[src/rtl/cfeb_busy_sequencer_pkg.sv]
// Shared constants, field positions and helpers for the CFEB busy sequencer.
package cfeb_busy_sequencer_pkg;

   localparam int unsigned MXCFEB  = 7;
   localparam int unsigned MXPATB  = 7;
   localparam int unsigned MXKEYBX = 8;
   localparam int unsigned MXDTB   = 4;

   // Pattern field: hit count in the top three bits
   localparam int unsigned HIT_MSB = 6;
   localparam int unsigned HIT_LSB = 4;

   // Key field: CFEB index in the top three bits
   localparam int unsigned CFEB_MSB = 7;
   localparam int unsigned CFEB_LSB = 5;

   // Index value that does not correspond to any CFEB
   localparam logic [2:0] CFEB_BAD = 3'd7;

   // Per-CFEB dead timer states
   typedef enum logic {
      DT_IDLE = 1'b0,
      DT_DEAD = 1'b1
   } dt_state_t;

   // True when CFEB i is the winner or, with spreading, an adjacent CFEB.
   function automatic logic is_target(input logic [2:0] w, input int unsigned i, input logic spread);
      logic [3:0] wx;
      logic [3:0] ix;
      wx = {1'b0, w};
      ix = 4'(i);
      return (wx == ix) | (spread & ((wx + 4'd1 == ix) | (ix + 4'd1 == wx)));
   endfunction

endpackage

[src/rtl/cfeb_busy_sequencer_dead_timer.sv]
// Per-CFEB blanking timer: loads the longer of the running count and the new
// dead time, otherwise counts down to zero.
module cfeb_dead_timer
   import cfeb_busy_sequencer_pkg::*;
#(
   parameter int unsigned DTB = MXDTB
) (
   input  logic           clock,
   input  logic           reset,
   input  logic           load,
   input  logic [DTB-1:0] dead_time,
   output logic [DTB-1:0] dcnt
);

   dt_state_t state;

   // Two-state timer; state DT_DEAD always coincides with a non-zero count
   always_ff @(posedge clock or posedge reset) begin
      if (reset) begin
         state <= DT_IDLE;
         dcnt  <= '0;
      end else begin
         case (state)
            DT_IDLE: begin
               if (load && (dead_time != '0)) begin
                  state <= DT_DEAD;
                  dcnt  <= dead_time;
               end
            end
            DT_DEAD: begin
               if (load) begin
                  // a reload never shortens a running count
                  if (dead_time > dcnt) dcnt <= dead_time;
               end else if (dcnt == DTB'(1)) begin
                  state <= DT_IDLE;
                  dcnt  <= '0;
               end else begin
                  dcnt  <= dcnt - DTB'(1);
               end
            end
            default: begin
               state <= DT_IDLE;
               dcnt  <= '0;
            end
         endcase
      end
   end

endmodule

[src/rtl/cfeb_busy_sequencer.sv]
// Busy sequencer behind the best-1-of-7 CFEB pattern sorter: accepts the
// sorter's winner, registers it for the LCT builder, and blanks the winning
// (and optionally neighbouring) CFEBs for a programmable dead time.
module cfeb_busy_sequencer
   import cfeb_busy_sequencer_pkg::*;
#(
   parameter int unsigned DTB    = MXDTB,
   parameter int unsigned MXCNTB = 16
) (
   input  logic               clock,
   input  logic               reset,
   input  logic [MXCFEB-1:0]  cfeb_en,
   input  logic [DTB-1:0]     dead_time,
   input  logic [2:0]         hit_thresh,
   input  logic               spread_en,
   input  logic               cnt_clr,
   input  logic [MXPATB-1:0]  best_pat,
   input  logic [MXKEYBX-1:0] best_key,
   input  logic               best_bsy,
   output logic [MXCFEB-1:0]  bsy,
   output logic               lct_vld,
   output logic [MXPATB-1:0]  lct_pat,
   output logic [MXKEYBX-1:0] lct_key,
   output logic [MXCNTB-1:0]  acc_cnt,
   output logic               key_err
);

   logic [2:0]        hits;
   logic [2:0]        w;
   logic              cand;
   logic              key_bad;
   logic              accept;
   logic [MXCFEB-1:0] load;
   logic [DTB-1:0]    dcnt [MXCFEB];

   // Accept decode from the sorter's winner
   always_comb begin
      hits    = best_pat[HIT_MSB:HIT_LSB];
      w       = best_key[CFEB_MSB:CFEB_LSB];
      cand    = ~best_bsy & (hits != '0) & (hits >= hit_thresh);
      key_bad = cand & (w == CFEB_BAD);
      accept  = cand & ~key_bad;
   end

   // Dead-timer load decode for the winner and its neighbours
   always_comb begin
      load = '0;
      for (int unsigned i = 0; i < MXCFEB; i++) begin
         load[i] = accept & is_target(w, i, spread_en);
      end
   end

   for (genvar g = 0; g < MXCFEB; g++) begin : g_dt
      cfeb_dead_timer #(.DTB(DTB)) u_dt (
         .clock     (clock),
         .reset     (reset),
         .load      (load[g]),
         .dead_time (dead_time),
         .dcnt      (dcnt[g])
      );
   end

   // Busy back to the sorter depends only on registers and enables
   always_comb begin
      bsy = '0;
      for (int unsigned i = 0; i < MXCFEB; i++) begin
         bsy[i] = ~cfeb_en[i] | (dcnt[i] != '0);
      end
   end

   // Registered accept strobe and captured pattern/key
   always_ff @(posedge clock or posedge reset) begin
      if (reset) begin
         lct_vld <= 1'b0;
         lct_pat <= '0;
         lct_key <= '0;
      end else begin
         lct_vld <= accept;
         if (accept) begin
            lct_pat <= best_pat;
            lct_key <= best_key;
         end
      end
   end

   // Saturating accept counter, clear has priority
   always_ff @(posedge clock or posedge reset) begin
      if (reset) begin
         acc_cnt <= '0;
      end else if (cnt_clr) begin
         acc_cnt <= '0;
      end else if (accept && (acc_cnt != '1)) begin
         acc_cnt <= acc_cnt + MXCNTB'(1);
      end
   end

   // Sticky invalid-index flag
   always_ff @(posedge clock or posedge reset) begin
      if (reset) begin
         key_err <= 1'b0;
      end else if (key_bad) begin
         key_err <= 1'b1;
      end
   end

endmodule

[config.mk]
export PLATFORM = sky130hd
export DESIGN_NAME = cfeb_busy_sequencer
export DESIGN_NICKNAME = d
export VERILOG_FILES = /design/src/rtl/cfeb_busy_sequencer_pkg.sv /design/src/rtl/cfeb_busy_sequencer_dead_timer.sv /design/src/rtl/cfeb_busy_sequencer.sv
export SDC_FILE = /design/constraint.sdc
export NUM_CORES = 1
export LEC_CHECK = 0
export ABC_AREA = 1
export CAP_MARGIN = 20
export CORE_UTILIZATION = 30
export DETAILED_ROUTE_END_ITERATION = 8
export GPL_ROUTABILITY_DRIVEN = 1
export HOLD_SLACK_MARGIN = 0.08
export PLACE_DENSITY = 0.59
export SLEW_MARGIN = 5
export SYNTH_ARGS = -nofsm -noshare
export SYNTH_HDL_FRONTEND = slang
export SYNTH_HIERARCHICAL = 1
export SYNTH_SLANG_ARGS = --single-unit
[constraint.sdc]
create_clock -name clock -period 1.76 [get_ports clock]
set_input_delay 0.352 -clock clock [delete_from_list [all_inputs] [get_ports clock]]
set_output_delay 0.352 -clock clock [all_outputs]
set_load 0.03 [all_outputs]
Yosys cells after proc, flatten, opt, wreduce, memory -nomap -nowiden
Index checks and enable logic that the tools add are counted.
{"block": "totals", "regBits": 68, "output_inout_bits": 40, "wordCells": 225}
{"block": "classes", "add_sub_neg": 9, "n_lt_le_gt_ge": 8, "n_eq_ne": 42, "n_mux": 65, "n_bitwise": 55, "n_reduce_logical": 27}
{"op": "4-bit two-way mux", "n": 28}
{"op": "4-bit one-hot mux with 2 select lines", "n": 7}
{"op": "4-bit by 1-bit equality test with 1-bit output (second input constant)", "n": 8}
{"op": "16-bit two-way mux", "n": 2}
{"op": "4-bit nonzero test", "n": 8}
{"op": "4-bit greater-than comparator", "n": 7}
{"op": "4-bit by 1-bit subtractor with 4-bit output (second input constant)", "n": 7}
{"op": "1-bit two-way mux", "n": 21}
{"op": "3-bit inequality test (second input constant)", "n": 7}
{"op": "1-bit OR", "n": 21}
{"op": "1-bit AND", "n": 18}
{"op": "16-bit by 1-bit adder with 16-bit output (second input constant)", "n": 1}
{"op": "16-bit inequality test (second input constant)", "n": 1}
{"op": "1-bit NOT", "n": 16}
{"op": "2-bit by 1-bit inequality test with 1-bit output (second input constant)", "n": 7}
{"op": "1-bit one-hot mux with 2 select lines", "n": 7}
{"op": "2-bit AND reduction", "n": 7}
{"op": "3-bit equality test (first input constant)", "n": 4}
{"op": "3-bit equality test (second input constant)", "n": 4}
{"op": "4-bit by 3-bit equality test with 1-bit output (second input constant)", "n": 3}
{"op": "4-bit by 2-bit equality test with 1-bit output (second input constant)", "n": 2}
{"op": "1-bit logical AND", "n": 8}
{"op": "2-bit by 3-bit equality test with 1-bit output (first input constant)", "n": 2}
{"op": "3-bit by 2-bit equality test with 1-bit output (second input constant)", "n": 2}
{"op": "other kinds (8)", "n": 8}

Logic depth before layout (Yosys ltp)
Gate-level depths: netlist (run 1).
{"block": "depth", "depth_word": 10, "ltp_mapped": 17}

Cells and area by module
Netlist (run 1), hierarchy kept.
{"mod": "cfeb_dead_timer", "instances": 7, "cells_per_inst": 71, "area_per_inst_um2": 464.2, "seq_area_each_um2": 125.1}
{"mod": "cfeb_busy_sequencer", "instances": 1, "cells_per_inst": 261, "area_per_inst_um2": 1955.6, "seq_area_each_um2": 825.8}

Least setup slack after synthesis (run 1)
Ideal clock, no wire load.
{"block": "synth_timing", "path_type": "input-to-reg", "start": "in best_key[5]", "end": "reg g_dt[4].u_dt.dcnt[0]", "setup_ps": 117, "arrival_time_ps": 2071, "t_required_ps": 1643, "path_slack_ps": -427, "path_stages": 15, "path_buffers": 1, "path_cell_list": "clkbuf_1 nand2_1 inv_1 ha_1 or2_2 o21ai_0 a31oi_1 nor2_1 inv_1 nand2_2 nand2_1 inv_2 nand2_2 nand2_1 nand2_1"}
{"block": "synth_via", "elab_chain_len": 9}
{"item": "from (decl)", "line_no": "cfeb_busy_sequencer.sv:18", "source": "input logic [MXKEYBX-1:0] best_key,"}
{"item": "3-bit by 1-bit adder with 4-bit output", "line_no": "cfeb_busy_sequencer_pkg.sv:32", "source": "return (wx == ix) | (spread & ((wx + 4'd1 == ix) | (ix + 4'd1 == wx)));"}
{"item": "4-bit by 3-bit equality test with 1-bit output", "line_no": "cfeb_busy_sequencer_pkg.sv:32"}
{"item": "1-bit OR", "line_no": "cfeb_busy_sequencer_pkg.sv:32"}
{"item": "1-bit AND", "line_no": "cfeb_busy_sequencer_pkg.sv:32"}
{"item": "1-bit OR", "line_no": "cfeb_busy_sequencer_pkg.sv:32"}
{"item": "1-bit AND *", "line_no": "cfeb_busy_sequencer.sv:49", "source": "load[i] = accept & is_target(w, i, spread_en);"}
{"item": "net load[4]", "line_no": "cfeb_busy_sequencer.sv:33", "source": "logic [MXCFEB-1:0] load;"}
{"item": "1-bit logical AND", "line_no": "cfeb_busy_sequencer_dead_timer.sv:25", "source": "if (load && (dead_time != '0)) begin"}
{"item": "2-bit by 1-bit inequality test with 1-bit output (no source line)"}
{"item": "2-bit AND reduction (no source line)"}
{"item": "to (signal assigned)", "line_no": "cfeb_busy_sequencer_dead_timer.sv:27", "source": "dcnt <= dead_time;"}
{"item": "to (signal assigned)", "line_no": "cfeb_busy_sequencer_dead_timer.sv:33", "source": "if (dead_time > dcnt) dcnt <= dead_time;"}
{"item": "to (signal assigned)", "line_no": "cfeb_busy_sequencer_dead_timer.sv:38", "source": "dcnt <= dcnt - DTB'(1);"}
{"item": "to (decl)", "line_no": "cfeb_busy_sequencer_dead_timer.sv:12", "source": "output logic [DTB-1:0] dcnt"}
Mark *: on every way through the listed nets, which the timed path passes. The rest lies on a longest branch.
A chain may end at the register's enable or synchronous reset.

Final worst setup path (run 1)
{"block": "layout_timing", "start": "reg lct_pat[5]", "end": "out lct_pat[5]"}
{"item": "from (decl)", "line_no": "cfeb_busy_sequencer.sv:22", "source": "output logic [MXPATB-1:0] lct_pat,"}
{"item": "from (signal assigned)", "line_no": "cfeb_busy_sequencer.sv:80", "source": "lct_pat <= best_pat;"}
No word-level cell between the ends.

==> results of run 1 <==
## routing by layer
| metal | share of wire | wire [um] | vias to the layer above | global-route usage |
|---|---|---|---|---|
| met1 | 0.48 | 6690 | 2387 | 0.215 |
| li1 | - | - | 2739 | - |
| met3 | 0.047 | 667 | 17 | 0.0316 |
| met2 | 0.46 | 6440 | 94 | 0.268 |
| met4 | 0.017 | 240 | 2 | 0.0663 |
| met5 | 0.00057 | 8 | - | 0 |
## worst min path at each step
| stage | endpoint | slack, ns | depth (start not counted) |
|---|---|---|---|
| after floorplan | g_dt[0].u_dt/dcnt[0]$_DFFE_PP0P_ | 0.13 | 1 |
| after global placement | key_err$_DFFE_PP0P_ | 0.46 | 1 |
| after detailed placement | lct_key[4]$_DFFE_PP0P_ | 0.46 | 2 |
| after CTS | lct_key[6]$_DFFE_PP0P_ | 0.26 | 2 |
| after global routing | lct_key[6]$_DFFE_PP0P_ | 0.27 | 2 |
| final | lct_key[6]$_DFFE_PP0P_ | 0.26 | 2 |
## stage by stage
stage                      util  worst slack [ns]  setup TNS, ns
after floorplan               -            -0.205          -4.44
after global placement    0.409            -0.838         -42.94
after detailed placement  0.409            -0.878         -43.88
after CTS                 0.435          0.000164              0
after global routing      0.452           -0.0542         -0.209
final                     0.452            0.0331              0
## flip-flops by register name (all words and copies together) (netlist names)
name,cells
acc_cnt,16
g_dt.u_dt/dcnt,28
g_dt.u_dt/state,7
key_err,1
lct_key,8
lct_pat,7
lct_vld,1
## power by group through the flow
stage	Clock (mW)	Combinational, mW	Sequential (mW)
2_1_floorplan	0	3.18	2.69
3_3_place_gp	0	4.70	2.62
4_1_cts	2.08	4.86	2.65
6_report	2.03	5.08	2.68
3_5_place_dp	0	4.74	2.60
5_1_grt	2.13	5.82	2.75
## layout by cell type, fill, tap and decap left out, types with 8 or more instances in the layout
cell / n
inv_2: 23
nor2_2: 11
clkdlybuf4s50_1: 29
a21oi_1: 8
dlygate4sd2_1: 19
nand2_2: 27
clkbuf_16: 9
ha_1: 43
nand2_4: 8
nor2_1: 45
buf_6: 11
dlymetal6s2s_1: 9
nand2_1: 263
nand3_1: 62
nand4_1: 17
o21ai_0: 29
dfrtp_1: 63
a21oi_2: 9
inv_1: 74
buf_4: 77
## what timing repair did
action,in CTS,in global routing
hold endpoints to repair,0,0
endpoints found under the setup margin,76,57
setup buffers,6,5
pin swaps,12,17
gates cloned,0,0
gates resized for setup,87,74
## kinds of logic after synthesis
family                     after synthesis  synth area share
and+or+nand+nor                        462             0.390
buffers and inverters                  109            0.0810
DFF                                     68             0.327
AOI/OAI and AO/OA                       57            0.0632
adders and majority gates               48             0.115
xor gates and xnor gates                14            0.0236
## cell type report
class / instances / area, um^2 / area share
clock buffers: 9 / 225 / 0.0298
clock inverters: 7 / 98.8 / 0.0131
repair buffers: 156 / 1440 / 0.190
well taps: 220 / 275 / 0.0364
multi-input cells: 581 / 3420 / 0.452
flip-flops and latches: 68 / 1710 / 0.226
inverters: 102 / 400 / 0.0529
==> Implementation_results.wiki, run 1 <==
{| class="wikitable"
! Metric !! Value
|-
| Maximum resistive drop on vdd || between 0.5 and 0.6 mV
|-
| Core area || roughly 0.017 mm^2
|-
| Count of max-cap constraint violations || 0
|-
| Clock Root Buffer || clkbuf_16
|-
| Library cell with the largest summed area after synthesis || dfrtp_1
|-
| Post-layout instance area || 0.00757 mm^2
|-
| Endpoint class of the critical path || output pin
|-
| Clock Latency Late Sink || roughly 0.35 ns
|-
| # hold bufs at CTS || 0
|-
| Post-detailed-route via-to-cell ratio || around 4.6
|-
| Critical Path Fanout Max || 2
|-
| RSZ-0062 raised after global routing || true
|-
| Clock tree buffer depth || 2
|-
| Beginning of the critical path || lct_pat[5]$_DFFE_PP0P_
|-
| Post-route minimum period || around 1.7 ns
|-
| Vertical extent of the die || approximately 130 um
|-
| Transition time at the pin with the least slew margin || between 0.3 and 0.4 ns
|-
| Post-synth top area share || 0.327
|-
| Number of cells in the design after placement || 1116
|-
| Nets in the synthesized netlist || 840
|-
| Die area || 0.0179 mm^2
|-
| Die Span X || 134 um
|-
| Final HPWL from detailed placement || between 10000 and 15000 um
|-
| Net switching power figure || 4.32 mW
|-
| Overall routed net length || 14000 um
|-
| Library cells used by synthesis || 31
|-
| Count of final max-slew check failures || 0
|-
| Routed via count || approximately 5200
|-
| Clock transition at the registers of the reported paths || ~0.07 ns
|-
| Fin crit share || 0.981
|-
| Cell-by-cell trace of the critical path || clkdlybuf4s50_1
|-
| First-pass GRT wire length || between 20000 and 25000 um
|-
| Critical path class || flop to output pin
|-
| Arrival time reported for the critical path endpoint || around 1.4 ns
|-
| Number of synthesized flops with an enable pin || 0
|-
| Sort of element at the start of the critical path || flop
|-
| Num ports || 74
|-
| Synth-to-Final Area Change || 45.4%
|-
| Largest net degree at the start of global routing || 31
|-
| Largest delay share family, worst path || buffers and inverters
|-
| Total number of yosys warnings || 6
|-
| Worst reg2reg startpoint || acc_cnt[6]$_DFFE_PP0P_
|-
| Power after layout || between 9 and 10 mW
|-
| Max_slew headroom || 0.759
|-
| Routed Antenna Nets || 0
|-
| Worst R2R End || acc_cnt[12]$_DFFE_PP0P_
|-
| Crit path buffers/inverters || 1
|-
| Total clock buffers created by CTS || 9
|-
| Number of DRC markers in iteration 0 || between 150 and 200
|-
| Wire per inst || about 12 um
|-
| Number of cell rows || 47
|-
| Clock H-tree levels || 3
|-
| Total track usage || 0.165
|-
| Routability congestion estimate || 0.795
|-
| R2R cell count || 9
|-
| Fmax achieved || just under 600 MHz
|-
| Internal portion of total power || approximately 5.5 mW
|-
| Antenna diode count || 0
|-
| Combined area of all synthesized cells || approximately 0.0052 mm^2
|-
| Cell leakage power || slightly below 4 nW
|-
| Required time reported for the critical path endpoint || 1.41 ns
|-
| Clock tree from TritonCTS || yes
|-
| Cell area after placement || between 0.006 and 0.007 mm^2
|-
| Fin cells || 1143
|-
| Clk sink count || just under 70
|-
| Number of standard cells after synthesis || 758
|-
| Remaining DRCs || 0
|-
| Library cell contributing the largest single delay on the critical path || clkdlybuf4s50_1
|-
| Number of search-and-repair iterations in the first detailed-routing pass || 4
|-
| Initial Util || 0.311
|-
| Number of global-route vias before repair || between 4000 and 5000
|-
| Clock share of power || 0.207
|-
| NumNets Final || 1000
|-
| Top post-synthesis cells by count || nand2_1, inv_1, dfrtp_1, nand3_1, nor2_1
|-
| Top cells by area, synth || dfrtp_1, nand2_1, ha_1, inv_1, nand3_1
|-
| Number of storage elements in the synthesis netlist || 68
|-
| Worst-case clock skew || roughly 0.012 ns
|-
| Initial antenna violation count || 1
|-
| Levels on crit path || 1
|-
| Final Hold Fails || 0
|-
| Total power density per cell area || about 1300 mW/mm^2
|-
| Combinational Power Share || 0.519
|-
| Number of failing setup endpoints in the final timing report || 0
|-
| Fraction of final layout cells sized beyond drive strength 1 || 0.256
|-
| R2r setup slk || about 0.16 ns
|-
| Switching share of power || 0.442
|-
| Async S/R FF share, synth || 1.00
|-
| Quantity of I/O buffers inserted on ports || 73
|-
| Run status || complete, no violations
|-
| Classification of the worst-slack hold path || input pin to async pin
|-
| Worst hold margin || around 0.26 ns
|-
| Synthesized area per cell || 6.87 um^2
|-
| Remaining Overflow, GRT || 0
|-
| Fillers || ~1700
|-
| Sequential share of the synthesized area || 0.327
|-
| Share of power burned in registers || 0.274
|-
| Endpoint of the most critical setup path || lct_pat[5]
|-
| Most repeated cell in the gate-level netlist after synthesis || nand2_1
|-
| Max incr delay on CP || approximately 0.69 ns
|-
| Predominant post-synthesis flop cell || dfrtp_1
|}
No activity file was read; power rests on OpenSTA's default activity.
==> run 2: changes to the inputs <==
--- a/config.mk
+++ b/config.mk
@@ -7,7 +7,9 @@
 export LEC_CHECK = 0
 export ABC_AREA = 1
 export CAP_MARGIN = 20
+export CORE_ASPECT_RATIO = 1.25
 export CORE_UTILIZATION = 30
+export CTS_CLUSTER_SIZE = 20
 export DETAILED_ROUTE_END_ITERATION = 8
 export GPL_ROUTABILITY_DRIVEN = 1
 export HOLD_SLACK_MARGIN = 0.08
==> run 2 against run 1 <==
Fmax about the same. Non-clock buffer count is 20 lower. Highest routed layer is now met4. Combinational power down 3%. Global-route usage rose by 0.27 points. Utilization fell by 1.3 points. Flip-flop and latch count unchanged.
==> Implementation_results.wiki, run 2 (synthesis gave the netlist of run 1 again) <==
{| class="wikitable"
! Metric !! Value
|-
| Run status || complete, no violations
|-
| Cell area after placement || 0.00671 mm^2 (-2.3%)
|-
| Clk sink count || 68 (unchanged)
|-
| Max incr delay on CP || 0.67 ns (-0.02 ns)
|-
| Maximum resistive drop on vdd || 0.454 mV (-16%)
|-
| Endpoint class of the critical path || output pin
|-
| Start point of the worst min-delay path || best_pat[4]
|-
| Fin crit share || 0.982 (about the same)
|-
| Flip-flop count of the largest register after layout || 28 (unchanged)
|-
| Clock H-tree levels || 3 (unchanged)
|-
| Antenna diode count || 0 (unchanged)
|-
| Wire per inst || 12.7 um (+3.0%)
|-
| Total track usage || 0.168 (+0.00272)
|-
| NumNets Final || 981 (-1.9%)
|-
| Biggest register || g_dt.u_dt/dcnt
|-
| Arrival time reported for the critical path endpoint || 1.38 ns (about the same)
|-
| Number of failing setup endpoints in the final timing report || 0 (unchanged)
|-
| Clock share of power || 0.199 (-0.008)
|-
| Beginning of the critical path || lct_pat[2]$_DFFE_PP0P_
|-
| Crit path buffers/inverters || 1 (unchanged)
|-
| Net switching power figure || 4.34 mW (+0.38%)
|-
| Clock transition at the registers of the reported paths || 0.06 ns (about the same)
|-
| Footprint of the multi-input gates || 0.00343 mm^2 (+0.26%)
|-
| # hold bufs at CTS || 0 (unchanged)
|-
| Routed Antenna Nets || 0 (unchanged)
|-
| Die area || 0.0179 mm^2 (about the same)
|-
| Classification of the worst-slack hold path || input pin to flop
|-
| Number of cell rows || 53 (+13%)
|-
| Critical Path Fanout Max || 2 (unchanged)
|-
| Fillers || 1718 (+1.9%)
|-
| Routability congestion estimate || 0.822 (+3.5%)
|-
| Worst-case clock skew || 0.00705 ns (-0.00452 ns)
|-
| Remaining DRCs || 0 (unchanged)
|-
| Remaining Overflow, GRT || 0 (unchanged)
|-
| Switching share of power || 0.454 (+0.0121)
|-
| Fraction of final layout cells sized beyond drive strength 1 || 0.249 (-0.00679)
|-
| Transition time at the pin with the least slew margin || 0.528 ns (+0.164 ns)
|-
| Share of power burned in registers || 0.286 (+0.012)
|-
| Largest net degree at the start of global routing || 19 (-39%)
|-
| Clock Root Buffer || clkbuf_16
|-
| Die Span X || 120 um (-10%)
|-
| Util after Layout || 0.438 (-0.0133)
|-
| Power after layout || 9.56 mW (-2.3%)
|-
| Max_slew headroom || 0.648 (-0.111)
|-
| Final HPWL from detailed placement || 10300 um (+1.9%)
|-
| Levels on crit path || 1 (unchanged)
|-
| Overall routed net length || 14200 um (+1.3%)
|-
| Cell leakage power || 3.85 nW (-2.7%)
|-
| Post-layout instance area || 0.00741 mm^2 (-2.1%)
|-
| Final total negative setup slack || 0 ns (unchanged)
|-
| Post-route minimum period || 1.73 ns (+0.00169 ns)
|-
| Post-detailed-route via-to-cell ratio || 4.65 (+1.6%)
|-
| Top Registers || g_dt.u_dt/dcnt (28), acc_cnt (16), lct_key (8)
|-
| Clock tree buffer depth || 2 (unchanged)
|-
| Critical path class || flop to output pin
|-
| Leading cell types in the layout, fill and taps excluded || nand2_1, inv_1, nand3_1
|-
| R2R cell count || 10 (+1)
|-
| Library cell contributing the largest single delay on the critical path || clkdlybuf4s50_1
|-
| Combinational Power Share || 0.515 (-0.004)
|-
| Number of DRC markers in iteration 0 || 266 (+56%)
|-
| Clock Latency Late Sink || 0.35 ns (about the same)
|-
| Count of max-cap constraint violations || 0 (unchanged)
|-
| Commonest non-fill, non-tap cell in the layout || nand2_1
|-
| Synth-to-Final Area Change || 42.4%
|-
| Count of final max-slew check failures || 0 (unchanged)
|-
| Fmax achieved || 579 MHz (about the same)
|-
| RSZ-0062 raised after global routing || true
|-
| Worst reg2reg startpoint || acc_cnt[0]$_DFFE_PP0P_
|-
| Total power density per cell area || 1290 mW/mm^2 (-0.22%)
|-
| Total clock buffers created by CTS || 9 (unchanged)
|-
| Clock tree from TritonCTS || yes
|-
| Number of search-and-repair iterations in the first detailed-routing pass || 4 (unchanged)
|-
| Quantity of I/O buffers inserted on ports || 73 (unchanged)
|-
| Initial antenna violation count || 0 (-1)
|-
| Core area || 0.0169 mm^2 (+0.90%)
|-
| Num ports || 74 (unchanged)
|-
| Internal portion of total power || 5.22 mW (-4.4%)
|-
| Final Hold Fails || 0 (unchanged)
|-
| Sequential Area || 0.00171 mm^2 (+0.15%)
|-
| Worst hold path cell count || 3
|-
| Initial Util || 0.308 (-0.00276)
|-
| Sort of element at the start of the critical path || flop
|-
| Routed via count || 5232 (-0.13%)
|-
| Required time reported for the critical path endpoint || 1.41 ns (about the same)
|-
| Vertical extent of the die || 149 um (+12%)
|-
| Final worst slack || 0.0314 ns (-0.00169 ns)
|-
| First-pass GRT wire length || 23900 um (+1.9%)
|-
| Number of global-route vias before repair || 5045 (+1.1%)
|-
| Cell-by-cell trace of the critical path || clkdlybuf4s50_1
|-
| Largest delay share family, worst path || buffers and inverters
|-
| Worst setup timing slack at the placement stage || -0.884 ns (-0.00685 ns)
|}
[run 2: final timing paths]
path | endpoint | slack (ns)
min | lct_pat[4]$_DFFE_PP0P_ | 0.28
max in group asynchronous | acc_cnt[8]$_DFFE_PP0P_ | 0.89
min in group asynchronous | g_dt[4].u_dt/state$_DFF_PP0_ | 0.50
max | lct_pat[2] | 0.03
max reg2reg | acc_cnt[10]$_DFFE_PP0P_ | 0.15
min reg2reg | lct_key[1]$_DFFE_PP0P_ | 0.48
[run 2: final cells by class]
class | count | share of cell area
multi-input combinational | 582 | 0.463
sequential | 68 | 0.231
timing repair buffer | 136 | 0.173
inverter | 102 | 0.0547
tap | 220 | 0.0371
clock buffer | 9 | 0.0304
clock inverter | 7 | 0.0113
[run 2: metrics by stage]
step	hold slack, ns	cells
after detailed placement	0.464	1099
after global placement	0.468	1099
final	0.280	1124
after CTS	0.250	1117
after floorplan	0.131	758
after global routing	0.276	1124
[run 2: worst min-delay path, stage by stage]
cell and delay [ns]:
buf_8 0.10, inv_4 0.05, o21ai_0 0.07
[run 2: what timing repair did]
action / 4_1_cts / 5_1_grt
resized for setup: 87 / 87
buffers inserted: 2 / 6
cloned: 0 / 1
pin swaps: 11 / 28
endpoints found under the setup margin: 76 / 55
[run 2: power groups by stage]
stage	Sequential (mW)	Combinational (mW)	Clock (mW)
6_report	2.74	4.92	1.91
5_1_grt	2.83	5.66	2.02
4_1_cts	2.69	4.64	1.96
3_5_place_dp	2.66	4.55	0
3_3_place_gp	2.66	4.49	0
2_1_floorplan	2.69	3.18	0
[run 2: routing by layer]
metal  up-vias  share of wire  track usage
li1       2693              -            -
met4         0          0.027       0.0794
met3        27          0.056       0.0367
met2       108           0.49        0.282
met1      2404           0.43        0.204
met5         -              0            0
==> run 3: changes to the inputs <==
--- a/config.mk
+++ b/config.mk
@@ -14,8 +14,10 @@
 export GPL_ROUTABILITY_DRIVEN = 1
 export HOLD_SLACK_MARGIN = 0.08
 export PLACE_DENSITY = 0.59
+export SETUP_SLACK_MARGIN = 0.15
 export SLEW_MARGIN = 5
 export SYNTH_ARGS = -nofsm -noshare
 export SYNTH_HDL_FRONTEND = slang
 export SYNTH_HIERARCHICAL = 1
 export SYNTH_SLANG_ARGS = --single-unit
+export TNS_END_PERCENT = 1
==> run 3 against run 2 <==
Hold slack improved by 0.051 ns. Total power decreased by 1.1%. Clock-buffer cell count rose by 1. Via count shrank 1.1%. Utilization down 0.081 points. Critical path depth increased by 2. Clock skew up 0.0053 ns. Die area unchanged. Register-to-register slack gained 0.02 ns. Fmax is 1.0% higher. Clock power hardly changed. Sequential share of layout area is 0.060 points higher. Critical path type unchanged.
==> Implementation_results.wiki, run 3 (synthesis gave the netlist of run 1 again) <==
{| class="wikitable"
! Metric !! Value
|-
| Run status || complete, no violations
|-
| Number of failing setup endpoints in the final timing report || 0 (unchanged)
|-
| Fraction of final layout cells sized beyond drive strength 1 || 0.247 (-0.00193)
|-
| Total clock buffers created by CTS || 9 (unchanged)
|-
| Vertical extent of the die || 149 um (unchanged)
|-
| Biggest register || g_dt.u_dt/dcnt
|-
| Met2 wire len || 6910 um (-0.35%)
|-
| Count of max-cap constraint violations || 0 (unchanged)
|-
| Transition time at the pin with the least slew margin || 0.412 ns (-0.116 ns)
|-
| Clock Latency Late Sink || 0.35 ns (about the same)
|-
| Total track usage || 0.168 (-0.000395)
|-
| Fmax achieved || 584 MHz (+1.0%)
|-
| Flip-flop count of the largest register after layout || 28 (unchanged)
|-
| Final Hold Fails || 0 (unchanged)
|-
| Cell leakage power || 3.80 nW (-1.2%)
|-
| Clock tree from TritonCTS || yes
|-
| Core area || 0.0169 mm^2 (unchanged)
|-
| Worst setup timing slack at the placement stage || -0.894 ns (-0.00907 ns)
|-
| Number of global-route vias before repair || 5119 (+1.5%)
|-
| First-pass GRT wire length || 23800 um (-0.52%)
|-
| Largest net degree at the start of global routing || 22 (+3)
|-
| NumNets Final || 984 (+0.31%)
|-
| Required time reported for the critical path endpoint || 1.41 ns (about the same)
|-
| Sort of element at the start of the critical path || flop
|-
| Util after Layout || 0.437 (-0.000814)
|-
| Wire length on met3 || 656 um (-18%)
|-
| Maximum resistive drop on vdd || 0.478 mV (+5.1%)
|-
| Post-layout instance area || 0.00740 mm^2 (-0.19%)
|-
| Initial antenna violation count || 0 (unchanged)
|-
| Routed via count || 5174 (-1.1%)
|-
| Synth-to-Final Area Change || 42.1%
|-
| Clock tree buffer depth || 2 (unchanged)
|-
| Cell area after placement || 0.00672 mm^2 (+0.15%)
|-
| # hold bufs at CTS || 0 (unchanged)
|-
| Start point of the worst min-delay path || best_pat[6]
|-
| Antenna diode count || 0 (unchanged)
|-
| Quantity of I/O buffers inserted on ports || 73 (unchanged)
|-
| Number of search-and-repair iterations in the first detailed-routing pass || 4 (unchanged)
|-
| Arrival time reported for the critical path endpoint || 1.36 ns (-0.02 ns)
|-
| Number of DRC markers in iteration 0 || 131 (-51%)
|-
| Max_slew headroom || 0.723 (+0.0751)
|-
| Top routing layer in use || met4
|-
| Fin crit share || 0.972 (-0.0101)
|-
| Die Span X || 120 um (unchanged)
|-
| Total power density per cell area || 1280 mW/mm^2 (-0.91%)
|-
| Remaining Overflow, GRT || 0 (unchanged)
|-
| Remaining DRCs || 0 (unchanged)
|-
| Worst-case clock skew || 0.0123 ns (+0.00528 ns)
|-
| Wire per inst || 12.3 um (-2.7%)
|-
| Top Registers || g_dt.u_dt/dcnt (28), acc_cnt (16), lct_key (8)
|-
| Overall routed net length || 13900 um (-2.5%)
|-
| Number of cell rows || 53 (unchanged)
|-
| Final worst slack || 0.0491 ns (+0.0177 ns)
|-
| Die area || 0.0179 mm^2 (unchanged)
|-
| Leading cell types in the layout, fill and taps excluded || nand2_1, inv_1, nand3_1, dfrtp_1, buf_4
|-
| Clock transition at the registers of the reported paths || 0.06 ns (about the same)
|-
| RSZ-0062 raised after global routing || true
|-
| Commonest non-fill, non-tap cell in the layout || nand2_1
|-
| Critical Path Fanout Max || 6 (+4)
|-
| Met1 Routed Length || 6010 um (-1.8%)
|-
| Clock H-tree levels || 3 (unchanged)
|-
| Endpoint class of the critical path || output pin
|-
| Initial Util || 0.308 (unchanged)
|-
| Final HPWL from detailed placement || 10500 um (+1.3%)
|-
| Worst reg2reg startpoint || acc_cnt[0]$_DFFE_PP0P_
|-
| Post-detailed-route via-to-cell ratio || 4.59 (-1.4%)
|-
| Beginning of the critical path || g_dt[2].u_dt/dcnt[0]$_DFFE_PP0P_
|-
| Routability congestion estimate || 0.836 (+1.7%)
|-
| Clk sink count || 68 (unchanged)
|-
| Clock Root Buffer || clkbuf_16
|-
| Critical path class || flop to output pin
|-
| Count of final max-slew check failures || 0 (unchanged)
|-
| Classification of the worst-slack hold path || input pin to flop
|-
| Post-route minimum period || 1.71 ns (-0.0177 ns)
|-
| Num ports || 74 (unchanged)
|-
| Routed Antenna Nets || 0 (unchanged)
|}
-- run 3: stage by stage --
step	hold slack, ns	setup TNS, ns	cells	power, mW
after floorplan	0.131	-4.54	758	5.86
after detailed placement	0.468	-42.32	1102	7.22
after global routing	0.374	-0.421	1127	10.4
after global placement	0.463	-41.10	1102	7.19
after CTS	0.325	0	1125	9.41
final	0.332	0	1127	9.46
-- run 3: power breakdown --
part | internal (mW) | total, mW | switching [mW] | leakage (nW)
logic | 2.02 | 4.84 | 2.82 | 2.80
clock network | 1.15 | 1.89 | 0.747 | 0.146
registers | 2.07 | 2.72 | 0.651 | 0.860
-- run 3: routing by layer --
metal  global-route usage  vias to the layer above
met1                0.193                     2368
met2                0.295                       80
met5                    0                        -
li1                     -                     2707
met3               0.0417                       19
met4               0.0675                        0
-- run 3: final timing paths --
kind / end / slack (ns) / depth (start not counted)
setup reg to reg: acc_cnt[10]$_DFFE_PP0P_ / 0.17 / 9
max in group asynchronous: lct_key[4]$_DFFE_PP0P_ / 0.89 / 3
hold / removal: lct_pat[6]$_DFFE_PP0P_ / 0.33 / 4
min in group asynchronous: g_dt[1].u_dt/dcnt[1]$_DFFE_PP0P_ / 0.48 / 2
hold reg to reg: lct_key[5]$_DFFE_PP0P_ / 0.48 / 2
setup / recovery: bsy[2] / 0.05 / 3
-- run 3: final cells by class --
| cell class | instances | area, um^2 |
|---|---|---|
| fill | 1757 | 9510 |
| multi-input combinational | 581 | 3410 |
| timing repair buffer | 140 | 1290 |
| inverter | 102 | 403 |
| sequential | 68 | 1710 |
| clock buffer | 10 | 239 |
| clock inverter | 6 | 71.3 |
| tap | 220 | 275 |
-- run 3: critical path: stages (launching register included) --
cell	delay [ns]
dfrtp_1	0.46
nor4_2	0.30
nand2_1	0.07
buf_4	0.17
-- run 3: timing repair --
item,4_1_cts,5_1_grt
endpoints found under the setup margin,106,66
resized for setup,144,36
pin swaps,34,22
setup buffers,7,2
==> RTL edit (config.mk and constraints of run 3) <==
The output `lct_vld` loses its register stage (`lct_vld` becomes a continuous assignment).
--- a/src/rtl/cfeb_busy_sequencer.sv
+++ b/src/rtl/cfeb_busy_sequencer.sv
@@ -71,17 +71,17 @@
    // Registered accept strobe and captured pattern/key
    always_ff @(posedge clock or posedge reset) begin
       if (reset) begin
-         lct_vld <= 1'b0;
          lct_pat <= '0;
          lct_key <= '0;
       end else begin
-         lct_vld <= accept;
          if (accept) begin
             lct_pat <= best_pat;
             lct_key <= best_key;
          end
       end
    end
+
+   assign lct_vld = accept;
 
    // Saturating accept counter, clear has priority
    always_ff @(posedge clock or posedge reset) begin
Check against the original RTL: not equivalent (a bounded check fails within 4 cycles, from zero or initial values and one cycle with reset high).
==> RTL edit against run 3 <==
The flow now finishes with violations (negative setup slack). Critical endpoint is now lct_vld. Core utilization decreased by 0.40 points. Power decreased by 1.1%. Combinational power decreased by 2%. Wire length increased by 1.1%. Design area decreased by 1.3%. Synthesized area decreased by 0.48%. Non-clock buffer count decreased by 4. Sequential share of layout area about the same. Register-to-register slack improved by 0.02 ns. Critical path type is now in -> out. Setup slack got worse by 0.073 ns. Sequential cell count decreased by 1. Final cell count decreased by 0.44%. Largest power group unchanged.
==> RTL edit: results <==
set metrics [dict create \
    setup-tns-final_ns -0.0234 \
    skew_ns 0.00901 \
    drt-pass1-iter-count 4 \
    min_to "lct_pat[4]" \
    critPathLaunch "best_pat[6]" \
    crit-reg2reg-capture "g_dt[6].u_dt/dcnt[1]" \
    fin_ws_ns -0.0234 \
    power.leakage_nw 3.75 \
    status "finished, violations left" \
    grt_max_degree 32 \
    fillers 1758 \
    drt_wl_total_mm 14.0 \
    route.met2.wl_mm 6.68 \
    setup_viol_count_final 1 \
    grt_first_pass_wirelength_mm 23.5 \
    r2r_start "g_dt[6].u_dt/dcnt[2]" \
    grtUsageTotal_pct 16.6 \
    critPathSlowestCell "ha_4" \
    worst_slew_pin_slew_ns 0.521 \
    routed-wl-met3_um 699 \
    hold_path.class "in -> reg" \
    gp_congestion 0.861 \
    holdPathStages 3 \
    cpPeakStageDelay_ns 0.26 \
    stdcell_count 1122 \
    min_from "best_pat[4]" \
    rrSetupSlack_ns 0.19 \
    drt-initial-drc-count 246 \
    crit_arrival_ns 1.43 \
    grt_pass1_vias 4994 \
    synth_area_leaders "dfrtp_1 (32%), nand2_1 (20%), ha_1 (12%)" \
    grt.met1_usage_pct 20.6 \
    met3_usage_pct 4.01 \
    wl_met1_mm 6.40 \
    place_area_sq_um 6710 \
    met2_usage_pct 27.9 \
    clockBufferDepth 2 \
    final_cell_area_sq_um 7300 \
    ys_seq_area_share_pct 32.4 \
    failed_checks "negative setup slack" \
    synthesis.area_per_instance_sq_um 6.84 \
    insertion_delay_ns 0.35 \
    place_hpwl_mm 10.3 \
    drive_gt1_share_pct 23.9 \
    p_sw_mw 4.23 \
    fin_hold_ws_ns 0.296 \
    dp_slack_ns -0.874 \
    synth_edf_count 0 \
    nNetsFinal 979 \
    crit_end "lct_vld" \
    synth_fp_nets 839 \
    cp_max_fo 3 \
    ir_drop_uv 596 \
    vias_per_cell 4.59 \
    yosys-top-cells-count "nand2_1 (277), inv_1 (87), dfrtp_1 (67)" \
]
RTL edit: changes by cell type in the layout (fill, tap and decap cells not counted), moves of 4 or more:
cell,change
nand2_1,+6
o21ai_0,+4
buf_6,-14
nand2_2,-4
nand3_2,-4
clkdlybuf4s15_1,+4
buf_4,+5
dlygate4sd2_1,-15
clkbuf_2,+7
RTL edit: area by class of cell:
cell class,count,area share (%)
Timing Repair Buffer,136,17.0
Clock buffer,9,3.08
Inverter,102,5.48
Tap cell,220,3.77
Sequential cell,67,23.1
Clock inverter,7,1.05
Multi-Input combinational cell,581,46.5
RTL edit: worst max-delay path, delay by kind of cell:
kind | cells | cell delay (ns)
fa+ha+maj | 1 | 0.26
simple gates | 4 | 0.27
buf+inv | 6 | 0.53
RTL edit: power groups by stage:
stage          logic (mW)  clock network (mW)  registers (mW)
3_3_place_gp         4.57                   0            2.62
3_5_place_dp         4.62                   0            2.61
5_1_grt              5.49                1.99            2.82
2_1_floorplan        3.18                   0            2.66
4_1_cts              4.64                1.92            2.64
6_report             4.76                1.87            2.72
RTL edit: timing repair:
| action | in CTS | in global routing |
|---|---|---|
| pin swaps | 6 | 14 |
| endpoints found under the setup margin | 106 | 70 |
| resized for setup | 79 | 90 |
| buffers inserted | 3 | 3 |
RTL edit: logic make-up after synthesis:
| logic type | count (synthesis) | synth area share (%) |
|---|---|---|
| and+or+nand+nor | 462 | 39.2 |
| buffers and inverters | 109 | 8.14 |
| DFF | 67 | 32.4 |
| AOI/OAI and AO/OA | 57 | 6.35 |
| adders and majority gates | 48 | 11.6 |
| xor gates and xnor gates | 14 | 2.37 |
